<file path="src/rtl/main_scu_bac_int_event_capture.sv">
// main_scu_bac_int_event_capture: per-source interrupt event front end (sync, debounce, trigger)
// Ports:
//   clk_i, resetn_i     clock, asynchronous active-low reset
//   src_i               raw asynchronous event inputs, one per source
//   mode_i              per-source trigger mode [2i+1:2i]: 00 off, 01 level-high, 10 rising, 11 falling
//   debounce_thr_i      global debounce threshold D (quasi-static)
//   hw_set_o            registered hardware-set requests to the interrupt handler
//   filt_status_o       current filtered level per source
// Macro SCU_INT_CAPTURE_DEBOUNCE_EN enables the debounce filter; without it the
// filtered level follows the synchronized level every cycle (same timing as D=0).
module main_scu_bac_int_event_capture #(
  parameter int p_src_num     = 32,
  parameter int p_sync_stages = 2,
  parameter int p_debounce_w  = 8
) (
  input  logic                   clk_i,
  input  logic                   resetn_i,
  input  logic [p_src_num-1:0]   src_i,
  input  logic [2*p_src_num-1:0] mode_i,
  input  logic [p_debounce_w-1:0] debounce_thr_i,
  output logic [p_src_num-1:0]   hw_set_o,
  output logic [p_src_num-1:0]   filt_status_o
);
  logic [p_sync_stages-1:0][p_src_num-1:0] sync_q;
  logic [p_src_num-1:0] s, filt_q, filt_d, filt_prev_q, hw_set_d;
  assign s = sync_q[p_sync_stages-1];
  always_ff @(posedge clk_i or negedge resetn_i)
    if (!resetn_i) sync_q <= '0;
    else sync_q <= {sync_q[p_sync_stages-2:0], src_i};
`ifdef SCU_INT_CAPTURE_DEBOUNCE_EN
  logic [p_src_num-1:0][p_debounce_w-1:0] cnt_q, cnt_d;
  // >= rather than == so a threshold lowered mid-count commits immediately
  always_comb begin
    cnt_d  = cnt_q;
    filt_d = filt_q;
    for (int i = 0; i < p_src_num; i++)
      if (s[i] == filt_q[i]) cnt_d[i] = '0;
      else if (cnt_q[i] >= debounce_thr_i) begin
        filt_d[i] = s[i];
        cnt_d[i]  = '0;
      end else cnt_d[i] = cnt_q[i] + 1'b1;
  end
  always_ff @(posedge clk_i or negedge resetn_i)
    if (!resetn_i) cnt_q <= '0;
    else cnt_q <= cnt_d;
`else
  logic unused_thr;
  assign unused_thr = ^debounce_thr_i;
  assign filt_d = s;
`endif
  always_comb begin
    hw_set_d = '0;
    for (int i = 0; i < p_src_num; i++)
      hw_set_d[i] = mode_i[2*i+1] ? (mode_i[2*i] ? ~filt_q[i] & filt_prev_q[i] : filt_q[i] & ~filt_prev_q[i])
                                  : (mode_i[2*i] & filt_q[i]);
  end
  always_ff @(posedge clk_i or negedge resetn_i)
    if (!resetn_i) begin
      filt_q      <= '0;
      filt_prev_q <= '0;
      hw_set_o    <= '0;
    end else begin
      filt_q      <= filt_d;
      filt_prev_q <= filt_q;
      hw_set_o    <= hw_set_d;
    end
  assign filt_status_o = filt_q;
endmodule

</file>
<file path="config.mk">
export PLATFORM = sky130hd
export DESIGN_NAME = main_scu_bac_int_event_capture
export DESIGN_NICKNAME = d
export VERILOG_FILES = /design/src/rtl/main_scu_bac_int_event_capture.sv
export SDC_FILE = /design/constraint.sdc
export NUM_CORES = 1
export LEC_CHECK = 0
export ABC_AREA = 0
export BUFFER_PORTS_ARGS = -buffer_cell sky130_fd_sc_hd__buf_2
export CAP_MARGIN = 15
export CELL_PAD_IN_SITES_DETAIL_PLACEMENT = 1
export CELL_PAD_IN_SITES_GLOBAL_PLACEMENT = 1
export CORE_MARGIN = 1
export CORE_UTILIZATION = 44
export DETAILED_ROUTE_END_ITERATION = 6
export PLACE_DENSITY = 0.8
export SLEW_MARGIN = 20
export SYNTH_ARGS = -nofsm -noshare
export SYNTH_HDL_FRONTEND = slang
export SYNTH_SLANG_ARGS = --single-unit
</file>
<file path="constraint.sdc">
create_clock -name clk_i -period 2.3 [get_ports clk_i]
set_clock_uncertainty 0.1 [all_clocks]
set_input_delay 0.46 -clock clk_i [delete_from_list [all_inputs] [get_ports clk_i]]
set_output_delay 0.46 -clock clk_i [all_outputs]
set_load 0.05 [all_outputs]
</file>
==> summary.log <==
[outcome] run status complete, no violations
[clocking] sink count of the clock tree 160
[layout] net total in the final layout 578
[clocking] clock edge transition at the registers on the reported setup and hold paths 60 ps
[floorplan] DIE WIDTH 110 um
[floorplan] vertical extent of the die 110 um
[timing] worst hold slack after final layout 43.6 ps
[logic_synthesis] Synth Cell Area 0.00516 mm2
[clocking] post-cts gate resize count 0
[worst_setup_path] signal arrival time at the worst endpoint 1150 ps
[worst_setup_path] delay of the slowest cell on the worst path 430 ps
[worst_setup_path] Worst Path Required 1740 ps
[power_and_ir_drop] leakage power figure 3.30 nW
[layout] layout cells sized above 1 46.5%
[worst_setup_path] Buf/Inv on CP 1
[drt] vias per cell 5.20
[global_routing] GRT Resource Usage Total 19.0%
[layout] post-layout util 59.9%
[layout] post-route cell area 0.00684 mm2
[logic_synthesis] xor-xnor portion of the synthesized cell area 0%
[timing] number of pins with negative max-slew slack in the final report 0
[power_and_ir_drop] Max rail drop VDD 0.000525 V
[floorplan] I/O pin cnt 170
[logic_synthesis] number of distinct standard cells referenced by the synthesized netlist 7
[min_path] Min-Delay Path Depth 1
[logic_synthesis] adder and majority gate portion of the synthesized area 0%
[global_routing] Overflow after GRT 0
[placed_design] final weighted congestion of routability-driven global placement 0.690
[clocking] clock tree buffer depth 2
[timing] RSZ-0062 raised after global routing no
[timing] final worst path period share 74.5%
[drt] total iterations of the first detailed-routing run 3
[drt] via count of the routed design 3260
[logic_synthesis] dominant combinational cell family by area after synthesis simple AND/OR/NAND/NOR gates
[worst_setup_path] startpoint kind of the worst setup timing path register
[flow_run] Max-cap violations 0
[drt] remaining number of nets flagged by the antenna check after routing 0
[layout] multi-input gate area in the final layout 0.00116 mm2
[min_path] Hold WC Path Type input pin to register
[clocking] clock insertion delay at the later pin of the skew report 420 ps
[layout] number of fillers in the final layout 1099
[logic_synthesis] Simple-Gate Fraction of Synth Area 14.9%
[timing] worst rel slew slack 63.5%
[floorplan] effective utilization at floorplan 45.2%
[global_routing] via count of the first global-routing pass 3379
[logic_synthesis] total nets after synthesis 394
[drt] drt total wl 10700 um
[logic_synthesis] sequential-to-total area share from yosys stat 77.6%
[global_routing] pin count of the biggest net entering global routing 57
[worst_setup_path] Levels on crit path 1
[power_and_ir_drop] Pwr per Cell Area 974 mW/mm2
[clocking] CTS buffer count 17
[worst_setup_path] Worst R2R Path Depth 2
[worst_setup_path] series of cell instances along the critical path buf_2
[worst_setup_path] Critical-path top delay cell dfrtp_1
[clocking] number of post-CTS setup repair buffers 0
[logic_synthesis] share of cell area taken by muxes after synthesis 0%
[logic_synthesis] Avg Synthesized Cell Area 17.9 um2
[logic_synthesis] compound-gate portion of the synthesized area 7.52%
[worst_setup_path] Setup Crit Path Kind register to output pin
[global_routing] initial antenna violation count 0
[drt] number of design-rule violations left by the first detailed-router iteration 83
[placed_design] half-perimeter wire length of the detailed placement result 7310 um
[timing] setup_tns 0 ps
[drt] average wire per standard cell 17.0 um
[clocking] TritonCTS clock tree yes
[power_and_ir_drop] post-layout power 6.67 mW
[floorplan] die area 0.0122 mm2
[worst_setup_path] category of cells accounting for the largest share of critical-path delay flip-flops
[floorplan] total core area 0.0114 mm2
[worst_setup_path] crit-path max FO 5
[placed_design] placement-stage cell area 0.00620 mm2
[timing] min cycle time layout 1710 ps
[logic_synthesis] number of flip-flops and latches in the synthesized netlist 160
[layout] antenna cells 0
[logic_synthesis] gate count of the mapped netlist 288
[layout] sequential cell area 0.00400 mm2
[layout] area delta synth->final 32.6%
[timing] Setup Viol. Count Final 0
[clocking] Root Buffer clkbuf_16
[placed_design] quantity of I/O buffers inserted on ports 161
[global_routing] wire length of the first global-routing pass 16500 um
[worst_setup_path] Critical Path Sink Type output pin
[logic_synthesis] synth warn 0
[timing] Hold Fails Final Rpt 0
[clocking] maximum level of the CTS H-tree 4
[floorplan] placement row count 39
[timing] actual transition at the worst max-transition pin 547 ps
[timing] Highest Clock Rate 584 MHz
[drt] DRC violation count after routing 0
-- report_power, final --
| part | switching, mW | internal, mW |
|---|---|---|
| Sequential | 0.0773 | 2.97 |
| Combinational | 0.441 | 0.188 |
| Clock | 1.05 | 1.94 |
| Total | 1.57 | 5.10 |
-- Yosys cell counts --
master	n	area [um2]
dfrtp_1	160	4000
nand4b_1	32	280
nand4bb_1	32	360
nand2_1	31	116
o211ai_2	31	388
nand3_1	1	5.00
nand3b_1	1	7.51
-- worst paths after layout --
path / from / endpoint / slack, ps
max: filt_status_o[30] / filt_status_o[30] / 590
max in group asynchronous: resetn_i / filt_status_o[25] / 960
min: src_i[31] / sync_q[31] / 40
min reg2reg: sync_q[15] / filt_d[15] / 250
min in group asynchronous: resetn_i / hw_set_o[9] / 460
max reg2reg: filt_status_o[18] / hw_set_o[18] / 1340
-- what timing repair did --
item	4_1_cts	5_1_grt
endpoints found under the hold margin	53	0
hold buffers	1	0
setup endpoints to repair	0	0
-- cell families after synthesis --
| kind of cell | Yosys count |
|---|---|
| and+or+nand+nor | 97 |
| AOI/OAI and AO/OA | 31 |
| DFF | 160 |
-- registers in the layout, indices dropped and copies added (netlist names) --
| name | count |
|---|---|
| filt_status_o | 32 |
| hw_set_o | 32 |
| filt_d | 32 |
| sync_q | 32 |
| filt_prev_q | 32 |
-- cells in the final DEF (no fill, tap or decap), drive strengths merged --
master | netlist | routed
clkinv | 0 | 5
clkinvlp | 0 | 2
clkbuf | 0 | 19
dfrtp | 160 | 160
nand3 | 1 | 1
nand3b | 1 | 1
nand4b | 32 | 32
bufinv | 0 | 5
dlygate4sd3 | 0 | 1
nand4bb | 32 | 32
nand2 | 31 | 31
buf | 0 | 164
o211ai | 31 | 31
-- through the flow --
stage	setup WS, ps	instances
finish	587	627
global route	522	627
CTS	552	627
detailed placement	1020	595
global placement	1050	595
floorplan	1100	288
-- final cells by class --
cell class / count / share of cell area [%]
Timing Repair Buffer: 165 / 12.7
Clock inverter: 12 / 2.78
Multi-Input combinational cell: 128 / 16.9
Clock buffer: 19 / 6.47
Sequential cell: 160 / 58.5
Tap cell: 143 / 2.61
-- layer usage --
layer	up-vias	routed length [um]	global-route usage (%)
met4	0	197	9.96
li1	1454	-	-
met5	-	0	0
met2	114	5640	32.1
met1	1674	3980	21.0
met3	18	871	7.00
Note: power is estimated with default switching activity, not from simulation.
